**config.mk**
```make
export PLATFORM = sky130hd
export DESIGN_NAME = timer_chime_alarm
export DESIGN_NICKNAME = d
export VERILOG_FILES = /design/src/rtl/timer_pkg.sv /design/src/rtl/timer_bcd_cnt.sv /design/src/rtl/timer_chime_alarm.sv
export SDC_FILE = /design/constraint.sdc
export NUM_CORES = 1
export LEC_CHECK = 0
export CAP_MARGIN = 10
export CORE_ASPECT_RATIO = 0.9
export CORE_MARGIN = 4
export CORE_UTILIZATION = 40
export CTS_BUF_LIST = sky130_fd_sc_hd__clkbuf_8
export CTS_CLUSTER_DIAMETER = 100
export CTS_CLUSTER_SIZE = 10
export DETAILED_ROUTE_END_ITERATION = 16
export DONT_BUFFER_PORTS = 1
export PLACE_DENSITY = 0.57
export REMOVE_ABC_BUFFERS = 1
export SETUP_SLACK_MARGIN = 0.4
export SYNTH_ARGS = -nofsm -noshare
export SYNTH_HDL_FRONTEND = slang
export SYNTH_SLANG_ARGS = --single-unit
```
**constraint.sdc**
```tcl
create_clock -name clk -period 3.98 [get_ports clk]
set_input_delay 0.398 -clock clk [delete_from_list [all_inputs] [get_ports clk]]
set_output_delay 0.398 -clock clk [all_outputs]
set_load 0.01 [all_outputs]
```
**src/rtl/timer_pkg.sv**
```systemverilog
// Shared types, BCD limits and helpers for the time-of-day / chime / alarm block.
package timer_pkg;

    typedef enum logic [1:0] {
        RUN      = 2'd0,
        SET_MIN  = 2'd1,
        SET_HOUR = 2'd2
    } mode_e;

    typedef enum logic [1:0] {
        BEE_OFF   = 2'b00,
        BEE_PRE   = 2'b01,
        BEE_HOUR  = 2'b10,
        BEE_ALARM = 2'b11
    } bee_e;

    localparam logic [7:0] BCD_ZERO = 8'h00;
    localparam logic [7:0] SEC_MAX  = 8'h59;
    localparam logic [7:0] MIN_MAX  = 8'h59;
    localparam logic [7:0] H24_MAX  = 8'h23;
    localparam logic [7:0] H12_MAX  = 8'h12;
    localparam logic [7:0] H12_MIN  = 8'h01;
    localparam logic [7:0] PRE_LAST = 8'h58;

    function automatic logic bcd_valid(input logic [7:0] v, input logic [7:0] lo, input logic [7:0] hi);
        return (v[3:0] <= 4'd9) && (v[7:4] <= 4'd9) && (v >= lo) && (v <= hi);
    endfunction

    function automatic logic [7:0] to_bcd8(input int n);
        logic [7:0] r;
        r[7:4] = 4'((n / 32'sd10) % 32'sd10);
        r[3:0] = 4'(n % 32'sd10);
        return r;
    endfunction

endpackage

```
**src/rtl/timer_bcd_cnt.sv**
```systemverilog
// Two-digit BCD counter wrapping MAX -> MIN; carry flags an increment at MAX.
module timer_bcd_cnt #(
    parameter logic [7:0] MAX     = 8'h59,
    parameter logic [7:0] MIN     = 8'h00,
    parameter logic [7:0] RST_VAL = 8'h00
) (
    input  logic       clk,
    input  logic       rst,
    input  logic       inc,
    input  logic       clr,
    output logic [7:0] value,
    output logic       carry
);

    logic [7:0] value_r;
    logic [7:0] next_s;

    // BCD successor with wrap
    always_comb begin
        next_s = value_r;
        if (value_r == MAX) begin
            next_s = MIN;
        end else if (value_r[3:0] == 4'd9) begin
            next_s = {value_r[7:4] + 4'd1, 4'd0};
        end else begin
            next_s = {value_r[7:4], value_r[3:0] + 4'd1};
        end
    end

    // counter register; clear beats increment
    always_ff @(posedge clk) begin
        if (rst) begin
            value_r <= RST_VAL;
        end else if (clr) begin
            value_r <= MIN;
        end else if (inc) begin
            value_r <= next_s;
        end
    end

    assign value = value_r;
    assign carry = inc & (value_r == MAX);

endmodule

```
**src/rtl/timer_chime_alarm.sv**
```systemverilog
// HH:MM:SS BCD timekeeping with fast-set modes, hourly chime and N alarm slots,
// all driven by tick-enable pulses in one clock domain.
module timer_chime_alarm
    import timer_pkg::*;
#(
    parameter int N_ALARM     = 2,
    parameter int H24         = 1,
    parameter int CHIME_START = 50,
    parameter int ALARM_SECS  = 30,
    localparam int IDX_W      = (N_ALARM > 1) ? $clog2(N_ALARM) : 1
) (
    input  logic               clk,
    input  logic               rst,
    input  logic               tick_1hz,
    input  logic               tick_fast,
    input  logic               set_min,
    input  logic               set_hour,
    input  logic [N_ALARM-1:0] alarm_en,
    input  logic               alarm_wr,
    input  logic [IDX_W-1:0]   alarm_idx,
    input  logic [7:0]         alarm_hh,
    input  logic [7:0]         alarm_mm,
    input  logic               alarm_ack,
    output logic [3:0]         h1,
    output logic [3:0]         h2,
    output logic [3:0]         m1,
    output logic [3:0]         m2,
    output logic [3:0]         s1,
    output logic [3:0]         s2,
    output logic [1:0]         bee_out,
    output logic [N_ALARM-1:0] alarm_hit
);

    localparam logic [7:0] HOUR_MIN  = (H24 != 0) ? BCD_ZERO : H12_MIN;
    localparam logic [7:0] HOUR_MAX  = (H24 != 0) ? H24_MAX  : H12_MAX;
    localparam logic [7:0] HOUR_RST  = (H24 != 0) ? BCD_ZERO : H12_MAX;
    localparam logic [7:0] CHIME_BCD = to_bcd8(CHIME_START);
    localparam logic [5:0] RING_LOAD = 6'(ALARM_SECS);

    mode_e mode_r;
    mode_e mode_nxt_s;
    bee_e  bee_r;
    bee_e  bee_nxt_s;

    logic [7:0] sec_s, min_s, hour_s;
    logic       sec_carry_s, min_carry_s, hour_carry_unused_s;
    logic       run_s, sec_inc_s, sec_clr_s, min_inc_s, hour_inc_s;
    logic       sec_wrap_r;
    logic       wr_ok_s, pre_s;

    logic [7:0]         slot_hh_r [N_ALARM];
    logic [7:0]         slot_mm_r [N_ALARM];
    logic [5:0]         cnt_r     [N_ALARM];
    logic [5:0]         cnt_n_s   [N_ALARM];
    logic [N_ALARM-1:0] hit_r, hit_n_s, trig_s, wr_sel_s;

    // requested mode from the set levels; minute set dominates
    always_comb begin
        if (set_min) begin
            mode_nxt_s = SET_MIN;
        end else if (set_hour) begin
            mode_nxt_s = SET_HOUR;
        end else begin
            mode_nxt_s = RUN;
        end
    end

    assign run_s      = (mode_r == RUN);
    assign sec_inc_s  = run_s & tick_1hz;
    assign sec_clr_s  = (mode_r == SET_MIN);
    // in SET_MIN the minute wrap must not reach the hours, hence the run_s gate
    assign min_inc_s  = (run_s & sec_carry_s) | ((mode_r == SET_MIN) & tick_fast);
    assign hour_inc_s = (run_s & min_carry_s) | ((mode_r == SET_HOUR) & tick_fast);

    timer_bcd_cnt #(.MAX(SEC_MAX), .MIN(BCD_ZERO), .RST_VAL(BCD_ZERO)) u_sec (
        .clk(clk), .rst(rst), .inc(sec_inc_s), .clr(sec_clr_s), .value(sec_s), .carry(sec_carry_s)
    );
    timer_bcd_cnt #(.MAX(MIN_MAX), .MIN(BCD_ZERO), .RST_VAL(BCD_ZERO)) u_min (
        .clk(clk), .rst(rst), .inc(min_inc_s), .clr(1'b0), .value(min_s), .carry(min_carry_s)
    );
    timer_bcd_cnt #(.MAX(HOUR_MAX), .MIN(HOUR_MIN), .RST_VAL(HOUR_RST)) u_hour (
        .clk(clk), .rst(rst), .inc(hour_inc_s), .clr(1'b0), .value(hour_s), .carry(hour_carry_unused_s)
    );

    // mode register and "just entered SS=00" strobe for alarm matching
    always_ff @(posedge clk) begin
        if (rst) begin
            mode_r     <= RUN;
            sec_wrap_r <= 1'b0;
        end else begin
            mode_r     <= mode_nxt_s;
            sec_wrap_r <= sec_carry_s;
        end
    end

    assign wr_ok_s = bcd_valid(alarm_hh, HOUR_MIN, HOUR_MAX) && bcd_valid(alarm_mm, BCD_ZERO, MIN_MAX);
    assign pre_s   = (min_s == MIN_MAX) && !sec_s[0] && (sec_s >= CHIME_BCD) && (sec_s <= PRE_LAST);

    // per-slot write select and trigger match
    always_comb begin
        for (int k = 0; k < N_ALARM; k++) begin
            wr_sel_s[k] = alarm_wr && (alarm_idx == IDX_W'(k));
            trig_s[k]   = alarm_en[k] && run_s && sec_wrap_r &&
                          (hour_s == slot_hh_r[k]) && (min_s == slot_mm_r[k]);
        end
    end

    // ring state: silencing sources outrank a trigger in the same cycle
    always_comb begin
        for (int k = 0; k < N_ALARM; k++) begin
            hit_n_s[k] = hit_r[k];
            cnt_n_s[k] = cnt_r[k];
            if (alarm_ack || !alarm_en[k] || wr_sel_s[k] || (mode_nxt_s != RUN)) begin
                hit_n_s[k] = 1'b0;
                cnt_n_s[k] = 6'd0;
            end else if (trig_s[k]) begin
                hit_n_s[k] = 1'b1;
                cnt_n_s[k] = RING_LOAD;
            end else if (hit_r[k] && sec_inc_s) begin
                if (cnt_r[k] <= 6'd1) begin
                    hit_n_s[k] = 1'b0;
                    cnt_n_s[k] = 6'd0;
                end else begin
                    cnt_n_s[k] = cnt_r[k] - 6'd1;
                end
            end else begin
                hit_n_s[k] = hit_r[k];
            end
        end
    end

    // buzzer code; uses next ring state so silencing shows in the same cycle as alarm_hit
    always_comb begin
        if (|hit_n_s) begin
            bee_nxt_s = BEE_ALARM;
        end else if ((mode_r != RUN) || (mode_nxt_s != RUN)) begin
            bee_nxt_s = BEE_OFF;
        end else if ((min_s == BCD_ZERO) && (sec_s == BCD_ZERO)) begin
            bee_nxt_s = BEE_HOUR;
        end else if (pre_s) begin
            bee_nxt_s = BEE_PRE;
        end else begin
            bee_nxt_s = BEE_OFF;
        end
    end

    // alarm slots, ring flags, ring counters and buzzer register
    always_ff @(posedge clk) begin
        if (rst) begin
            for (int k = 0; k < N_ALARM; k++) begin
                slot_hh_r[k] <= HOUR_RST;
                slot_mm_r[k] <= BCD_ZERO;
                cnt_r[k]     <= 6'd0;
            end
            hit_r <= {N_ALARM{1'b0}};
            bee_r <= BEE_OFF;
        end else begin
            for (int k = 0; k < N_ALARM; k++) begin
                if (wr_sel_s[k] && wr_ok_s) begin
                    slot_hh_r[k] <= alarm_hh;
                    slot_mm_r[k] <= alarm_mm;
                end
                cnt_r[k] <= cnt_n_s[k];
            end
            hit_r <= hit_n_s;
            bee_r <= bee_nxt_s;
        end
    end

    assign h1        = hour_s[7:4];
    assign h2        = hour_s[3:0];
    assign m1        = min_s[7:4];
    assign m2        = min_s[3:0];
    assign s1        = sec_s[7:4];
    assign s2        = sec_s[3:0];
    assign bee_out   = bee_r;
    assign alarm_hit = hit_r;

endmodule
```
==> run_results.csv, run 1 <==
group,metric,value,unit
outcome,status,"completed",
logic_synthesis,ys_ff_latch,75,
setup_path,crit_family,"simple AND/OR/NAND/NOR gates",
final_layout,area_growth,9.297,%
placement,gp_congestion,0.8377,
grt,grt_pass1_wl,14.12,mm
clock_network,clockRootBuffer,"clkbuf_8",
floorplanning,core_area,9249,um^2
floorplanning,start_util,41.76,%
setup_path,critPathRequiredTime,4.25,ns
final_layout,antenna_cells,0,
clock_network,cts_tree,"built",
drt,drtIter0Drc,180,
final_layout,final_area,4222,um^2
grt,antenna_found_initial,0,
logic_synthesis,synth_mux_area_share,0.5507,%
final_layout,layout-drive-gt1-share,5.486,%
floorplanning,die_y,101.2,um
logic_synthesis,ys_warn_count,0,
sta,setup_tns,0,ns
placement,portBuffers,0,
logic_synthesis,async_reset_ff_share,0,%
setup_path,slowest_delay,0.55,ns
power_and_ir_drop,leakagePower,1.407,nW
placement,dpl-instance-area,3986,um^2
logic_synthesis,synth_edf_count,32,
setup_path,critPathCaptureType,"flip-flop",
floorplanning,rows,33,
drt,first_pass_iters,5,
setup_path,cp_cell_sequence,"or3b_4 > or2_1 > o31a_1 > or4b_1 > a21oi_1",
setup_path,arrival,2.83,ns
setup_path,crit_slowest_cell,"or4b_1",
setup_path,path_class,"flip-flop to flip-flop",
sta,hold_viol_final,0,
drt,vias,2794,
logic_synthesis,avgSynthCellArea,9.878,um^2
clock_network,htree_levels,3,
floorplanning,die-area,11290,um^2
sta,period_needed,2.561,ns
clock_network,clock_sinks,75,
logic_synthesis,synthXorXnorAreaFrac,8.844,%
setup_path,path_max_fanout,19,
drt,drc,0,
drt,routed_wl,8.716,mm
clock_network,postCtsResizedCells,0,
setup_path,start_kind,"flip-flop",
hold_path,hold_path.class,"primary input to flip-flop",
sta,rsz0062_at_grt,"no",
sta,slew_viol_final,0,
final_layout,most-common-layout-cells,"dfxtp_1, xnor2_1, edfxtp_1, a21oi_1, inv_1",
logic_synthesis,synth_fa_ha_area_share,6.479,%
drt,vias_per_cell,5.342,
grt,track_usage,15.92,%
sta,final.period_utilization,64.35,%
logic_synthesis,synth_ff_type,"dfxtp_1",
placement,dp_hpwl,6.612,mm
clock_network,cts_hold_buf,0,
logic_synthesis,netlist_area,3862,um^2
job,drv_cap,0,
power_and_ir_drop,power.density,375.2,nW/um^2
logic_synthesis,synth_compound_area_share,10.69,%
drt,detail-route-antenna-nets,0,
floorplanning,die_w,111.6,um
final_layout,fin_nets,443,
grt,grt_pass1_vias,2760,
drt,wire_per_inst,16.67,um
final_layout,layout_commonest_cell,"dfxtp_1",
grt,gr-total-overflow,0,
setup_path,rrSetupSlack,1.42,ns
sta,worst_pin_slew,0.8599,ns
clock_network,clock_latency,0.35,ns
sta,fmax,390.5,MHz
clock_network,cts_buffer_depth,2,
sta,finalSetupViolCount,0,
clock_network,cts_buffers,9,
logic_synthesis,synthCells,391,
clock_network,cts_setup_buffers,0,
sta,slew_headroom,41.87,%
floorplanning,io_pins,55,
clock_network,clkTransAtPathRegs,0.08,ns
grt,grt_max_degree,22,
power_and_ir_drop,max-vdd-ir-drop,0.0001683,V
logic_synthesis,synth.distinct_cells,50,
setup_path,worst-path-buf-inv,0,
logic_synthesis,yosysSeqAreaShare,47.17,%
logic_synthesis,synth_simple_gate_area_share,22.13,%
sta,fin_worst_skew,0.009220,ns
logic_synthesis,synth_top_family_by_area,"simple AND/OR/NAND/NOR gates",
==> routing by layer <==
layer  vias up  track usage (%)  routed length [um]
li1       1410                -                   -
met1      1325            19.51                3896
met2        55            27.21                4230
met3         4            5.376                 543
met4         0            4.210                  46
met5         -                0                   0
==> registers in the layout (all words and copies together) (netlist names) <==
register	cells
sec_wrap_r	1
u_sec.value	8
u_min.value	8
cnt_r	12
alarm_hit	2
slot_mm_r	16
bee_out	2
mode_r	2
slot_hh_r	16
u_hour.value	8
==> kinds of logic (layout without fill, tap and decap cells) <==
logic type,Yosys count,in the layout
DFF,75,75
other,1,6
buffers and inverters,37,42
AOI/OAI and AO/OA,67,67
and+or+nand+nor,150,150
muxes,2,2
xor gates and xnor gates,39,39
adders and majority gates,20,20
==> cell type report <==
cell class	count	area, um^2
clock buffer	11	151.4
clock inverter	5	83.83
inverter	23	86.33
sequential	75	1822
timing repair buffer	3	22.52
tap	122	152.6
multi-input combinational	284	1903
fill	911	5027
==> Yosys cell counts, types with 7 or more instances <==
cell type	number	area share, %
ha_1	20	6.5
dfxtp_1	43	22
clkbuf_1	9	0.87
inv_1	23	2.2
nand2_1	19	1.8
a21oi_1	30	3.9
nor2_1	20	1.9
or3_1	10	1.6
nor3_1	15	1.9
edfxtp_1	32	25
nand3_1	17	2.2
nand3b_1	7	1.4
xnor2_1	32	7.3
and2_1	13	2.1
nand4_1	11	1.8
o21ai_0	13	1.7
xor2_1	7	1.6
==> path summary, 6_finish.rpt <==
path                      to  cells past startpoint   startpoint
max          u_hour.value[7]                      5    mode_r[0]
min           u_min.value[6]                      1          rst
max reg2reg  u_hour.value[7]                      5    mode_r[0]
min reg2reg      cnt_r[0][9]                      2  cnt_r[0][9]
==> stage by stage <==
stage	hold slack [ns]	setup WS (ns)	instances	util, %	power [mW]
after floorplan	0.4671	1.715	382	-	0.9061
after global placement	0.4738	1.523	507	43.10	0.9248
after detailed placement	0.4724	1.475	507	43.10	0.9269
after CTS	0.09404	1.405	523	45.64	1.601
after global routing	0.08999	1.270	523	45.64	1.643
final	0.1124	1.419	523	45.64	1.584
==> where the power goes <==
part           total, mW  switching [mW]  internal (mW)
clock network      0.677           0.287          0.390
registers          0.842          0.0182          0.824
logic             0.0651          0.0347         0.0303
No activity file was read; power rests on OpenSTA's default activity.
==> run 2, diff against run 1 <==
==> constraint.sdc (replaced) <==
create_clock -name clk -period 2.5 [get_ports clk]
set_input_delay 0.25 -clock clk [delete_from_list [all_inputs] [get_ports clk]]
set_output_delay 0.25 -clock clk [all_outputs]
set_load 0.01 [all_outputs]
==> run 2 against run 1 <==
Against the previous run:
- the run now ends with hold timing left
- sequential share of layout area is 2.8 points lower
- die area stayed put
- critical path type unchanged
- non-clock buffer count is 34 higher
- via count is 4.0% higher
- largest power group unchanged
- largest cell class unchanged
==> run_results.csv, run 2 (same netlist as run 1, synthesis figures left out) <==
group,metric,value,unit
power_and_ir_drop,design_power_total,2.591,mW
drt,drc,0,
clock_network,clock_sinks,75,
final_layout,top_regs,"slot_hh_r x16, slot_mm_r x16, cnt_r x12",
clock_network,clock_latency,0.37,ns
drt,routed_wl,9.295,mm
drt,vias_per_cell,5.206,
setup_path,rrSetupSlack,0.46,ns
setup_path,r2r-start,"mode_r[0]",
power_and_ir_drop,combPwrFrac,5.2,%
clock_network,cts_buffer_depth,2,
placement,portBuffers,0,
power_and_ir_drop,seq_power_share,51.3,%
final_layout,area_growth,17.14,%
hold_path,hold_path.class,"primary input to flip-flop",
setup_path,path_max_fanout,5,
clock_network,cts_hold_buf,4,
power_and_ir_drop,leakagePower,1.626,nW
clock_network,htree_levels,3,
grt,grt_pass1_vias,2851,
final_layout,fin_util,48.92,%
grt,grt_max_degree,22,
sta,fin_worst_skew,0.009097,ns
sta,hold_viol_final,10,
power_and_ir_drop,clock_power_share,43.4,%
drt,drtIter0Drc,123,
drt,first_pass_iters,5,
final_layout,most-common-layout-cells,"dfxtp_1, buf_4, xnor2_1, edfxtp_1, a21oi_1",
sta,slew_viol_final,0,
setup_path,crit_start,"mode_r[0]",
floorplanning,die_y,101.2,um
floorplanning,rows,33,
sta,fmax,489.3,MHz
power_and_ir_drop,switching_power,0.5534,mW
setup_path,rr_worst_depth,5,
grt,antenna_found_initial,0,
job,drv_cap,0,
grt,gr-total-overflow,0,
setup_path,critPathCaptureType,"flip-flop",
floorplanning,core_area,9249,um^2
grt,track_usage,17.12,%
power_and_ir_drop,p_int,2.038,mW
grt,grt_pass1_wl,14.86,mm
sta,setup_tns,0,ns
floorplanning,die-area,11290,um^2
final_layout,layout_commonest_cell,"dfxtp_1",
sta,worst_pin_slew,0.5257,ns
drt,detail-route-antenna-nets,0,
clock_network,cts_tree,"built",
final_layout,layout-drive-gt1-share,14.22,%
floorplanning,io_pins,55,
clock_network,clkTransAtPathRegs,0.08,ns
outcome,status,"finished, violations left",
sta,rsz0062_at_grt,"yes",
power_and_ir_drop,max-vdd-ir-drop,0.0004188,V
placement,gp_congestion,0.8136,
setup_path,path_class,"flip-flop to flip-flop",
outcome,violations,"hold timing",
hold_path,hold_path.startpoint,"rst",
sta,slew_headroom,64.69,%
drt,wire_per_inst,16.66,um
setup_path,crit_end,"u_hour.value[7]",
clock_network,cts_buffers,9,
setup_path,r2r-end,"u_hour.value[7]",
floorplanning,die_w,111.6,um
floorplanning,start_util,41.76,%
sta,period_needed,2.044,ns
final_layout,antenna_cells,0,
sta,final.period_utilization,81.75,%
setup_path,arrival,2.35,ns
final_layout,fin_nets,478,
sta,hold_ws,-0.05861,ns
sta,finalSetupViolCount,0,
setup_path,critPathRequiredTime,2.80,ns
clock_network,clockRootBuffer,"clkbuf_8",
drt,vias,2905,
power_and_ir_drop,swShare,21.36,%
final_layout,final_area,4524,um^2
setup_path,start_kind,"flip-flop",
power_and_ir_drop,power.density,572.7,nW/um^2
placement,dp_hpwl,6.933,mm
placement,dpl-instance-area,4144,um^2
==> run 2: metrics by stage <==
stage	instances	worst slack [ns]
after floorplan	382	0.2354
after global placement	528	0.3538
after detailed placement	528	0.2937
after CTS	554	0.3820
after global routing	558	0.3816
final	558	0.4564
==> run 2: worst min-delay path by stage <==
stage                     depth (start not counted)  slack [ns]               to
after floorplan                                   1        0.32  u_hour.value[4]
after global placement                            1        0.33   u_min.value[4]
after detailed placement                          1        0.33  u_hour.value[7]
after CTS                                         1       -0.08   u_min.value[7]
after global routing                              1       -0.08  u_hour.value[4]
final                                             1       -0.06  u_hour.value[4]
==> run 2: critical path, cell delays in order, from the launching register on <==
cell	delay, ns
dfxtp_1	0.31
or3b_4	0.40
or2_4	0.26
o31a_4	0.38
or4b_1	0.50
a21oi_1	0.14
==> run 2: routing by layer <==
layer	vias to the layer above	track usage, %	share of wire, %
met2	66	27.54	47
met1	1350	21.81	45
met5	-	0	0
met4	0	5.426	1.3
met3	14	6.093	7.5
li1	1475	-	-
==> run 2: area by class of cell <==
cell class,instances,area [um^2]
inverter,23,86.33
multi-input combinational,285,1933
timing repair buffer,37,287.8
clock inverter,7,116.4
tap,122,152.6
fill,866,4725
sequential,75,1824
clock buffer,9,123.9
==> run 2: what timing repair did <==
| item | CTS | global route |
|---|---|---|
| setup buffers | 6 | 3 |
| endpoints found under the setup margin | 10 | 11 |
| hold endpoints to repair | 13 | 10 |
| pin swaps | 3 | 6 |
| cloned | 0 | 1 |
| resized for setup | 4 | 8 |
==> run 2: power by group through the flow <==
stage	clock network [mW]	registers, mW	logic [mW]
floorplan	0	1.36	0.0786
global placement	0	1.36	0.127
detailed placement	0	1.36	0.128
CTS	1.15	1.33	0.134
global route	1.21	1.33	0.149
finish	1.12	1.33	0.136
==> run 3, diff against run 2 <==
==> constraint.sdc (replaced) <==
create_clock -name clk -period 2 [get_ports clk]
set_input_delay 0.2 -clock clk [delete_from_list [all_inputs] [get_ports clk]]
set_output_delay 0.2 -clock clk [all_outputs]
set_load 0.01 [all_outputs]
==> run 3 against run 2 <==
Against the previous run:
- the run ends with setup timing left
- setup slack lost 0.48 ns
- non-clock buffer count grew 35
- largest power group unchanged
- fmax grew 0.97%
- power grew 16%
- cell area grew 12%
- critical endpoint is now u_hour.value[3]
- highest routed layer unchanged
- worst hold slack gained 0.13 ns
- core utilization grew 5.9 points
- critical path depth is the same
==> run_results.csv, run 3 (same netlist as run 1, synthesis figures left out) <==
group,metric,value,unit
setup_path,worst-path-buf-inv,0,
sta,fmax,494.1,MHz
setup_path,critPathCaptureType,"flip-flop",
clock_network,htree_levels,3,
grt,grt_pass1_wl,15.57,mm
outcome,status,"finished, violations left",
setup_path,rrSetupSlack,-0.02,ns
power_and_ir_drop,max-vdd-ir-drop,0.0002741,V
floorplanning,core_area,9249,um^2
sta,final.period_utilization,101.2,%
clock_network,cts_buffer_depth,2,
placement,dpl-instance-area,4337,um^2
floorplanning,die_w,111.6,um
clock_network,clkTransAtPathRegs,0.08,ns
final_layout,layout_commonest_cell,"buf_4",
sta,slew_headroom,56.09,%
final_layout,layout-drive-gt1-share,31.28,%
floorplanning,io_pins,55,
grt,grt_max_degree,19,
setup_path,critPathRequiredTime,2.28,ns
drt,vias,3096,
setup_path,crit_slowest_cell,"or4_1",
clock_network,clock_sinks,75,
clock_network,cts_tree,"built",
sta,hold_ws,0.07368,ns
power_and_ir_drop,leakagePower,1.884,nW
setup_path,start_kind,"flip-flop",
placement,dpl.cell_count,552,
final_layout,instances_no_fill,592,
sta,fin_ws,-0.02395,ns
drt,vias_per_cell,5.230,
setup_path,path_max_fanout,6,
floorplanning,start_util,41.76,%
power_and_ir_drop,power.density,594.9,nW/um^2
placement,portBuffers,0,
hold_path,hold_path.class,"primary input to flip-flop",
clock_network,clock_latency,0.34,ns
drt,wire_per_inst,16.97,um
sta,worst_pin_slew,0.6496,ns
final_layout,most-common-layout-cells,"buf_4, edfxtp_1, dfxtp_1, xnor2_1, a21oi_1",
sta,rsz0062_at_grt,"yes",
sta,hold_viol_final,0,
setup_path,arrival,2.30,ns
drt,first_pass_iters,4,
floorplanning,die_y,101.2,um
sta,period_needed,2.024,ns
sta,setup_tns,-0.06976,ns
outcome,violations,"setup timing",
floorplanning,die-area,11290,um^2
final_layout,top_regs,"slot_hh_r x16, slot_mm_r x16, cnt_r x12",
sta,fin_worst_skew,0.009417,ns
drt,drc,0,
clock_network,clockRootBuffer,"clkbuf_8",
drt,drtIter0Drc,218,
setup_path,crit_family,"simple AND/OR/NAND/NOR gates",
placement,gp_congestion,0.7736,
final_layout,fin_util,54.86,%
final_layout,final_area,5074,um^2
final_layout,area_growth,31.36,%
power_and_ir_drop,design_power_total,3.018,mW
setup_path,cp_cell_sequence,"or3b_4 > or2_4 > o31a_1 > or4_1 > a21oi_2",
setup_path,slowest_delay,0.51,ns
placement,dp_hpwl,7.075,mm
sta,slew_viol_final,0,
grt,grt_pass1_vias,3030,
setup_path,path_class,"flip-flop to flip-flop",
floorplanning,rows,33,
final_layout,fill_cells,828,
job,drv_cap,0,
drt,detail-route-antenna-nets,0,
final_layout,antenna_cells,0,
placement,dp_slack,-0.06963,ns
sta,finalSetupViolCount,4,
clock_network,cts_buffers,9,
final_layout,fin_nets,512,
grt,antenna_found_initial,0,
drt,routed_wl,10.05,mm
grt,gr-total-overflow,0,
grt,track_usage,17.83,%
-- run 3: layer usage --
metal	part of all wire [%]	track usage, %	vias up
met1	44	23.67	1477
met3	7.0	4.839	8
met2	49	29.11	73
met4	0.48	4.771	0
met5	0	0	-
li1	-	-	1538
-- run 3: where the power goes --
| group | switching (mW) | internal, mW |
|---|---|---|
| Sequential | 0.0248 | 1.64 |
| Combinational | 0.105 | 0.0938 |
| Clock | 0.585 | 0.570 |
| Total | 0.715 | 2.30 |
-- run 3: cell type report --
type                    count  area [um^2]  share of cell area (%)
clock buffers               9        123.9                   2.441
clock inverters             7        70.07                   1.381
inverters                  23        91.34                   1.800
multi-input cells         284         2196                   43.28
flip-flops and latches     75         1841                   36.28
well taps                 122        152.6                   3.009
repair buffers             72        599.3                   11.81
-- run 3: path summary, 6_finish.rpt --
check,start,to,cells after the start
worst min register to register,cnt_r[0][9],cnt_r[0][9],2
worst max register to register,mode_r[0],u_hour.value[3],5
worst max-delay path,mode_r[0],u_hour.value[3],5
worst min-delay path,alarm_hh[3],slot_hh_r[0][3],1
-- run 3: timing repair --
action,4_1_cts,5_1_grt
endpoints found under the hold margin,13,0
hold buffers,4,0
setup buffers,13,7
pin swaps,24,26
setup endpoints to repair,32,33
resized for setup,38,53
